`src/rtl/adc_pipe_stage_emulator_if.sv`:
```
// Sample-source / stage-code bundle of the ADC pipe stage emulator.
// ADC_EMU_OFFSET_EN adds the stage-1 comparator offset input.
interface adc_pipe_stage_emulator_if #(
  parameter int IN_BITS = 6
);
  logic                     mode_i;
  logic                     start_i;
  logic [IN_BITS-1:0]       sample_i;
  logic                     sample_valid_i;
`ifdef ADC_EMU_OFFSET_EN
  logic signed [IN_BITS-3:0] offset_i;
`endif
  logic [2:0]               d1_o;
  logic [2:0]               d2_o;
  logic                     d3_o;
  logic                     valid_o;
  logic                     busy_o;
  logic                     done_o;

  modport master (
    output mode_i, start_i, sample_i, sample_valid_i,
`ifdef ADC_EMU_OFFSET_EN
    output offset_i,
`endif
    input  d1_o, d2_o, d3_o, valid_o, busy_o, done_o
  );

  modport slave (
    input  mode_i, start_i, sample_i, sample_valid_i,
`ifdef ADC_EMU_OFFSET_EN
    input  offset_i,
`endif
    output d1_o, d2_o, d3_o, valid_o, busy_o, done_o
  );
endinterface

```
`src/rtl/adc_pipe_stage_emulator.sv`:
```
// Behavioural 3-stage pipelined ADC front-end (1.5b, 1.5b, 1b) used as a BIST source.
// Optional ADC_EMU_OFFSET_EN: stage-1 decision sees x + offset_i, residue uses true x.
module adc_pipe_stage_emulator #(
  parameter int IN_BITS   = 6,
  parameter int RAMP_STEP = 1
) (
  input logic                   clock_i,
  input logic                   reset_i,
  adc_pipe_stage_emulator_if.slave bus
);

  localparam int W  = IN_BITS + 2;
  localparam int CW = IN_BITS + 2;
  localparam logic signed [W-1:0] L_VREF = W'(1 << (IN_BITS - 1));
  localparam logic signed [W-1:0] L_QTR  = W'(1 << (IN_BITS - 3));
  localparam logic [CW-1:0]       L_STEP = CW'(RAMP_STEP);
  localparam logic [CW-1:0]       L_MAX  = CW'((1 << IN_BITS) - 1);

  typedef enum logic [1:0] {
    ST_IDLE  = 2'd0,
    ST_RUN   = 2'd1,
    ST_DRAIN = 2'd2
  } state_t;

  function automatic logic [1:0] decide(input logic signed [W-1:0] x);
    logic [1:0] d;
    if (x < -L_QTR) begin
      d = 2'd0;
    end else if (x < L_QTR) begin
      d = 2'd1;
    end else begin
      d = 2'd2;
    end
    return d;
  endfunction

  function automatic logic signed [W-1:0] residue(input logic signed [W-1:0] x,
                                                   input logic [1:0] d);
    logic signed [W-1:0] r;
    case (d)
      2'd0:    r = (x <<< 1) + L_VREF;
      2'd1:    r = (x <<< 1);
      2'd2:    r = (x <<< 1) - L_VREF;
      default: r = (x <<< 1);
    endcase
    return r;
  endfunction

  function automatic logic [2:0] pin(input logic [1:0] d);
    logic [2:0] p;
    case (d)
      2'd0:    p = 3'b010;
      2'd1:    p = 3'b001;
      2'd2:    p = 3'b100;
      default: p = 3'b000;
    endcase
    return p;
  endfunction

  state_t              r_state;
  logic [IN_BITS-1:0]  r_cnt;
  logic [1:0]          r_drain;
  logic                r_busy;
  logic                r_done;

  logic                r_v1, r_v2, r_v3;
  logic [2:0]          r_d1, r_d2;
  logic                r_d3;
  logic signed [W-1:0] r_res1, r_res2;

  logic                w_in_valid;
  logic [IN_BITS-1:0]  w_in_sample;
  logic signed [W-1:0] w_x;
  logic [1:0]          w_dec1;
  logic [1:0]          w_dec2;
  logic [CW-1:0]       w_cnt_next;
  logic                w_last;

  // Source select: ramp counter while running, external stream only when idle in mode 0.
  always_comb begin
    w_in_valid  = 1'b0;
    w_in_sample = {IN_BITS{1'b0}};
    case (r_state)
      ST_RUN: begin
        w_in_valid  = 1'b1;
        w_in_sample = r_cnt;
      end
      ST_IDLE: begin
        w_in_valid  = bus.sample_valid_i & ~bus.mode_i;
        w_in_sample = bus.sample_i;
      end
      default: begin
        w_in_valid  = 1'b0;
        w_in_sample = {IN_BITS{1'b0}};
      end
    endcase
  end

  assign w_x        = $signed({2'b00, w_in_sample}) - L_VREF;
`ifdef ADC_EMU_OFFSET_EN
  assign w_dec1     = decide(w_x + {{(W-(IN_BITS-2)){bus.offset_i[IN_BITS-3]}}, bus.offset_i});
`else
  assign w_dec1     = decide(w_x);
`endif
  assign w_dec2     = decide(r_res1);
  assign w_cnt_next = {2'b00, r_cnt} + L_STEP;
  assign w_last     = (w_cnt_next > L_MAX);

  // Ramp sequencer; done fires as the last ramp sample leaves stage 3.
  always_ff @(posedge clock_i) begin
    if (reset_i) begin
      r_state <= ST_IDLE;
      r_cnt   <= {IN_BITS{1'b0}};
      r_drain <= 2'd0;
      r_busy  <= 1'b0;
      r_done  <= 1'b0;
    end else begin
      r_done <= 1'b0;
      case (r_state)
        ST_IDLE: begin
          if (bus.start_i && bus.mode_i) begin
            r_state <= ST_RUN;
            r_cnt   <= {IN_BITS{1'b0}};
            r_busy  <= 1'b1;
          end
        end
        ST_RUN: begin
          if (w_last) begin
            r_state <= ST_DRAIN;
            r_drain <= 2'd0;
          end else begin
            r_cnt <= w_cnt_next[IN_BITS-1:0];
          end
        end
        ST_DRAIN: begin
          r_drain <= r_drain + 2'd1;
          if (r_drain == 2'd1) begin
            r_done <= 1'b1;
          end
          if (r_drain == 2'd2) begin
            r_state <= ST_IDLE;
            r_busy  <= 1'b0;
          end
        end
        default: begin
          r_state <= ST_IDLE;
          r_busy  <= 1'b0;
        end
      endcase
    end
  end

  // Three-stage pipeline; stage data holds when no sample advances.
  always_ff @(posedge clock_i) begin
    if (reset_i) begin
      r_v1   <= 1'b0;
      r_v2   <= 1'b0;
      r_v3   <= 1'b0;
      r_d1   <= 3'b000;
      r_d2   <= 3'b000;
      r_d3   <= 1'b0;
      r_res1 <= {W{1'b0}};
      r_res2 <= {W{1'b0}};
    end else begin
      r_v1 <= w_in_valid;
      r_v2 <= r_v1;
      r_v3 <= r_v2;
      if (w_in_valid) begin
        r_d1   <= pin(w_dec1);
        r_res1 <= residue(w_x, w_dec1);
      end
      if (r_v1) begin
        r_d2   <= pin(w_dec2);
        r_res2 <= residue(r_res1, w_dec2);
      end
      if (r_v2) begin
        r_d3 <= ~r_res2[W-1];
      end
    end
  end

  assign bus.d1_o    = r_d1;
  assign bus.d2_o    = r_d2;
  assign bus.d3_o    = r_d3;
  assign bus.valid_o = r_v3;
  assign bus.busy_o  = r_busy;
  assign bus.done_o  = r_done;

endmodule

```
`src/flat_wrapper.sv`:
```
// flat-port wrapper written by rule: the top's interface ports become plain ports
module adc_pipe_stage_emulator_flat 
#(
  parameter int IN_BITS   = 6,
  parameter int RAMP_STEP = 1
)
  (clock_i, reset_i, bus_mode_i, bus_start_i, bus_sample_i, bus_sample_valid_i, bus_d1_o, bus_d2_o, bus_d3_o, bus_valid_o, bus_busy_o, bus_done_o);
  adc_pipe_stage_emulator_if #(.IN_BITS(IN_BITS)) bus_i ();
  input logic clock_i;
  input logic reset_i;
  input wire logic [$bits(bus_i.mode_i)-1:0] bus_mode_i;
  input wire logic [$bits(bus_i.start_i)-1:0] bus_start_i;
  input wire logic [$bits(bus_i.sample_i)-1:0] bus_sample_i;
  input wire logic [$bits(bus_i.sample_valid_i)-1:0] bus_sample_valid_i;
  output wire logic [$bits(bus_i.d1_o)-1:0] bus_d1_o;
  output wire logic [$bits(bus_i.d2_o)-1:0] bus_d2_o;
  output wire logic [$bits(bus_i.d3_o)-1:0] bus_d3_o;
  output wire logic [$bits(bus_i.valid_o)-1:0] bus_valid_o;
  output wire logic [$bits(bus_i.busy_o)-1:0] bus_busy_o;
  output wire logic [$bits(bus_i.done_o)-1:0] bus_done_o;
  assign bus_i.mode_i = bus_mode_i;
  assign bus_i.start_i = bus_start_i;
  assign bus_i.sample_i = bus_sample_i;
  assign bus_i.sample_valid_i = bus_sample_valid_i;
  assign bus_d1_o = bus_i.d1_o;
  assign bus_d2_o = bus_i.d2_o;
  assign bus_d3_o = bus_i.d3_o;
  assign bus_valid_o = bus_i.valid_o;
  assign bus_busy_o = bus_i.busy_o;
  assign bus_done_o = bus_i.done_o;
  adc_pipe_stage_emulator #(.IN_BITS(IN_BITS), .RAMP_STEP(RAMP_STEP)) u_core (.clock_i(clock_i), .reset_i(reset_i), .bus(bus_i));
endmodule
```
`config.mk`:
```
export PLATFORM = sky130hd
export DESIGN_NAME = adc_pipe_stage_emulator_flat
export DESIGN_NICKNAME = d
export VERILOG_FILES = /design/src/rtl/adc_pipe_stage_emulator_if.sv /design/src/rtl/adc_pipe_stage_emulator.sv /design/src/flat_wrapper.sv
export SDC_FILE = /design/constraint.sdc
export NUM_CORES = 1
export LEC_CHECK = 0
export ABC_AREA = 1
export ABC_CLOCK_PERIOD_IN_PS = 1390
export CAP_MARGIN = 10
export CORE_ASPECT_RATIO = 1.25
export CORE_MARGIN = 3
export CORE_UTILIZATION = 45
export CTS_CLUSTER_DIAMETER = 60
export DETAILED_ROUTE_END_ITERATION = 12
export GPL_TIMING_DRIVEN = 1
export PLACE_DENSITY = 0.8
export REMOVE_ABC_BUFFERS = 1
export SLEW_MARGIN = 20
export SYNTH_ARGS = -nofsm -noshare
export SYNTH_HDL_FRONTEND = slang
export SYNTH_SLANG_ARGS = --single-unit
```
`constraint.sdc`:
```
create_clock -name clock_i -period 1.39 [get_ports clock_i]
set_input_delay 0.139 -clock clock_i [delete_from_list [all_inputs] [get_ports clock_i]]
set_output_delay 0.139 -clock clock_i [all_outputs]
set_load 0.02 [all_outputs]
```
Yosys cells after proc, flatten, opt, wreduce, memory -nomap -nowiden. Cells that the tools add are included.

Order comparisons: 5. Bitwise gates (word level): 5. Reductions and logical operators: 11. Equality and inequality tests: 12. Multipliers: 0. Add/sub/neg operators: 7. Divide/modulo/power cells: 0. Multiplexer cells: 23. Shift operators: 0.

Operator list (count): 8-bit case mux with 2 select lines (2); 6-bit case mux with 2 select lines (2); 3-bit case mux with 3 select lines (2); 8-bit by 7-bit adder with 8-bit output (second input constant) (2); 8-bit by 4-bit less-than comparator with 1-bit output (second input constant) (2); 8-bit by 5-bit less-than comparator with 1-bit output (second input constant) (2); 2-bit two-way mux (8); 8-bit by 7-bit subtractor with 8-bit output (second input constant) (2); 6-bit two-way mux (2); 3-bit AND reduction (3); 2-bit by 1-bit equality test with 1-bit output (second input constant) (4); 2-bit equality test (second input constant) (4); 8-bit by 6-bit > comparator with 1-bit output (second input constant) (1); 6-bit by 1-bit adder with 7-bit output (second input constant) (1); 6-bit by 6-bit subtractor with 7-bit output (second input constant) (1); 2-bit zero test (3); 2-bit by 1-bit != test with 1-bit output (second input constant) (3); 2-bit case mux with 3 select lines (1); 1-bit NOT (4); 2-bit case mux with 2 select lines (1); 2-bit nonzero test (2); 1-bit two-way mux (3); 1-bit case mux with 3 select lines (1); 2-bit by 1-bit adder with 2-bit output (second input constant) (1); 6 further kinds (6).

Memories kept: 0. Memory bits (read-only): 0. Register bits after elaboration: 38. Output and inout bits: 10. Latch bits: 0. Memory bits (writable): 0.

Depth between registers and ports, before layout.
Depth after elaboration: 8. Gate-level depth with buffers: 13. Mapped depth without buffers: 13.

Worst setup path before layout. OpenSTA, ideal clock, no wires.

Kind: register to register. From: reg u_core.r_res1[5]. To: reg u_core.r_res2[7]. Cell stages (with the launch flop): 14. Slack: -83 ps. Arrival: 1364 ps. Data required time: 1281 ps. Clock period less this slack: 1473 ps. Setup time: 109 ps. Path through: dfxtp_1 -> nor2_1 -> nand2_1 -> nand2_1 -> inv_1 -> ha_1 -> a21oi_1 -> inv_1 -> nand2_1 -> nand2_1 -> nand2_1 -> nand3_1 -> nand2_1 -> inv_1.

Word-level cells in the longest chain between the ends: 5. Elaborated cells on any way between the ends: 9.

RTL lines: start: declaration (RTL line adc_pipe_stage_emulator.sv:69) `logic signed [W-1:0] r_res1, r_res2;`; start signal: assignment (RTL line adc_pipe_stage_emulator.sv:162) `r_res1 <= {W{1'b0}};`; start signal: assignment (RTL line adc_pipe_stage_emulator.sv:170) `r_res1 <= residue(w_x, w_dec1);`; 8-bit by 5-bit less-than comparator with 1-bit output (RTL line adc_pipe_stage_emulator.sv:29) `end else if (x < L_QTR) begin`; 2-bit two-way mux (RTL line adc_pipe_stage_emulator.sv:29); 2-bit two-way mux (RTL line adc_pipe_stage_emulator.sv:27) `if (x < -L_QTR) begin`; 2-bit equality test / 2-bit zero test (equally long branches) (RTL line adc_pipe_stage_emulator.sv:40) `case (d)`; 8-bit case mux with 2 select lines (*) (RTL line adc_pipe_stage_emulator.sv:40); end signal: assignment (RTL line adc_pipe_stage_emulator.sv:163) `r_res2 <= {W{1'b0}};`; end signal: assignment (RTL line adc_pipe_stage_emulator.sv:174) `r_res2 <= residue(r_res1, w_dec2);`; end: declaration (RTL line adc_pipe_stage_emulator.sv:69).

Mark *: on every way between the ends. The rest lies on a longest branch, timed or not. A chain may end at the register's enable or synchronous reset.

Worst setup path after layout. Ends and elaborated chain as after synthesis.

==> reports/qor.csv <==
stage;metric;value;unit
status;status;finished, violations left;
status;violations;setup timing;
cells_and_area;finish.utilization;66.32;%
logic_synthesis;ys_ff_latch;28;
cts;cts_hold_buf;0;
grt;grt_overflow;0;
critical_path;cp.arrival;1.67;ns
grt;grt_max_degree;16;
cts;cts_root_buf;clkbuf_4;
logic_synthesis;synth_enable_flop_cells;0;
cells_and_area;antennaDiodeCount;0;
timing;worst_pin_slew;0.4238;ns
logic_synthesis;yosysUniqueCellTypes;27;
routing;vias;1209;
routing;wirelength;2863;um
cts;cts_buffers;3;
routing;wl_met1;1161;um
pwr;power_leakage;0.7430;nW
cells_and_area;drive_above_1_share;24.26;%
floorplanning;rows;20;
floorplanning;core;2552;um2
critical_path;criticalPathCategory;register to register;
floorplanning;dieWidth;53.47;um
pwr;worst_ir_drop_vdd;0.6190;mV
critical_path;worst-endpoint-required;1.63;ns
cts;cts.sinks;28;
timing;rsz0062_at_grt;yes;
routing;route.met2.wl;1566;um
cts;cts_buffer_depth;2;
hold_path;hp-class;input pin to register;
critical_path;endpoint_kind;register;
logic_synthesis;synth_top_cells_by_area;dfxtp_1, nand2_1, a21oi_1, nand3_1, nor2_1;
place;place.gp.congestion;0.8644;
routing;ant_nets;0;
routing;drt_iter0_markers;23;
timing;slew_viol_final;0;
grt;grt_pass1_wl;4540;um
timing;period_minus_slack;1.431;ns
grt;grt_pass1_vias;1146;
grt;antenna_found_initial;0;
place;io_buffer_count;18;
timing;fin_skew;0.005779;ns
timing;max_freq;698.9;MHz
floorplanning;io_pins;21;
grt;grtUsageTotal;17.22;%
cts;cts.clk_slew.worst_paths;0.15;ns
cts;cts_htree_levels;1;
timing;relSlewSlack;71.72;%
timing;setup_slack;-0.04088;ns
routing;dr.pass1.iters;4;
timing;holdWs;0.4437;ns
cts;clkLatencyLatePin;0.32;ns
cts;cts_tree;yes;
logic_synthesis;yosysSeqAreaShare;44.23;%
logic_synthesis;netlist.area_leader.share;44.23;%
routing;top_layer;met4;
critical_path;cp_max_fo;2;
floorplanning;dieArea;3493;um2
cells_and_area;filler_cell_count;220;
logic_synthesis;syn_avg_cell_area;7.412;um2
timing;finalHoldViolations;0;
floorplanning;die_y;65.34;um
logic_synthesis;yosysWarningCount;0;
routing;route.detailed.drc;0;
pwr;powerDensity;974.7;nW/um2
logic_synthesis;syn_area;1267;um2
routing;met3_length;111;um
cells_and_area;fin_nets;219;
timing;setup_violations;2;
floorplanning;start_util;49.66;%
routing;wire_per_inst;12.18;um
logic_synthesis;synth_ff_type;dfxtp_1;
place;dp_hpwl;2061;um
routing;viasPerCell;5.145;
cells_and_area;areaGrowthSynthToFinish;33.56;%
critical_path;startpoint_type;register;
logic_synthesis;postSynthCellCount;171;
run;maxCapViolCount;0;
timing;timing.final.crit_share;102.9;%
logic_synthesis;synth_area_leader_cell;dfxtp_1;
logic_synthesis;synthArstFlopShare;0;%
cells_and_area;final_common_cell;nand2_1;
cells_and_area;layout_common_cells;nand2_1, dfxtp_1, a21oi_1, nor2_1, inv_1;
## metrics by stage
stage	setup WS [ns]	total power (W)	area, um2	instances	setup TNS [ns]
6_report	-0.04088	0.001650	1693	235	-0.04611
5_1_grt	-0.1791	0.001733	1693	235	-0.4991
4_1_cts	-0.07850	0.001602	1584	233	-0.07850
3_5_place_dp	-0.1050	0.001230	1551	229	-0.2170
3_3_place_gp	-0.07529	0.001214	1551	229	-0.07529
2_1_floorplan	-0.08251	0.001081	1247	167	-0.08251
## critical path, stage by stage, from the launching register on
cell     delay [ns]
dfxtp_2        0.35
nor2_1         0.09
nand2_1        0.07
nand2_2        0.07
inv_2          0.04
ha_4           0.21
a21oi_4        0.14
inv_1          0.05
nand2_1        0.08
nand2_1        0.05
nand2_1        0.05
nand3_1        0.06
nand2_1        0.07
inv_1          0.03
## per-layer routing
metal	GRT usage, %	up-vias
li1	-	622
met1	18.43	560
met2	32.36	23
met3	2.268	4
met4	7.029	0
met5	0	-
## cells in the mapped netlist, types with 2 or more instances
cell / number
a21oi_1: 20
a31oi_1: 2
clkbuf_1: 2
dfxtp_1: 28
ha_1: 5
inv_1: 15
inv_2: 4
nand2_1: 34
nand2_2: 2
nand3_1: 13
nand3b_1: 2
nor2_1: 17
o21ai_0: 11
o21ai_1: 2
or2_1: 2
## worst paths after layout
check / from / to / slack, ns / depth (start not counted)
setup reg to reg: u_core.r_res1[5] / u_core.r_res2[7] / -0.04 / 13
hold / removal: bus_sample_i[3] / u_core.r_res1[4] / 0.44 / 3
hold reg to reg: u_core.r_v2 / u_core.bus.valid_o / 0.45 / 2
setup / recovery: u_core.r_res1[5] / u_core.r_res2[7] / -0.04 / 13
## power by group
group / leakage (nW) / total [W] / switching [W] / internal [W]
Combinational: 0.491 / 0.000375 / 0.000208 / 0.000167
Clock: 0.0210 / 0.000389 / 0.000229 / 0.000160
Sequential: 0.231 / 0.000886 / 0.0000354 / 0.000851
## repair_timing
item | CTS | global route
gates resized for setup | 14 | 25
setup endpoints to repair | 13 | 14
pin swaps | 1 | 10
buffers inserted | 0 | 2
## logic make-up after synthesis
group,Yosys count,synth area share [%]
simple gates,75,26.95
compound gates,39,16.29
flops,28,44.23
buf+inv,24,7.600
fa+ha+maj,5,4.936
## state kept, by name, summed over array words and instances (netlist names), 2 cells and up
| name | flops |
|---|---|
| u_core.bus.d1_o | 3 |
| u_core.bus.d2_o | 3 |
| u_core.r_cnt | 6 |
| u_core.r_drain | 2 |
| u_core.r_res1 | 5 |
| u_core.r_state | 2 |
## layout make-up
class	count	area (um2)	share of cell area [%]
Clock buffer	4	36.28	2.143
Multi-Input combinational cell	119	700.7	41.39
Inverter	20	78.83	4.656
Sequential cell	28	566.8	33.48
Timing Repair Buffer	31	269.0	15.89
Tap cell	33	41.29	2.439
Power figures use the tool's default switching activity.
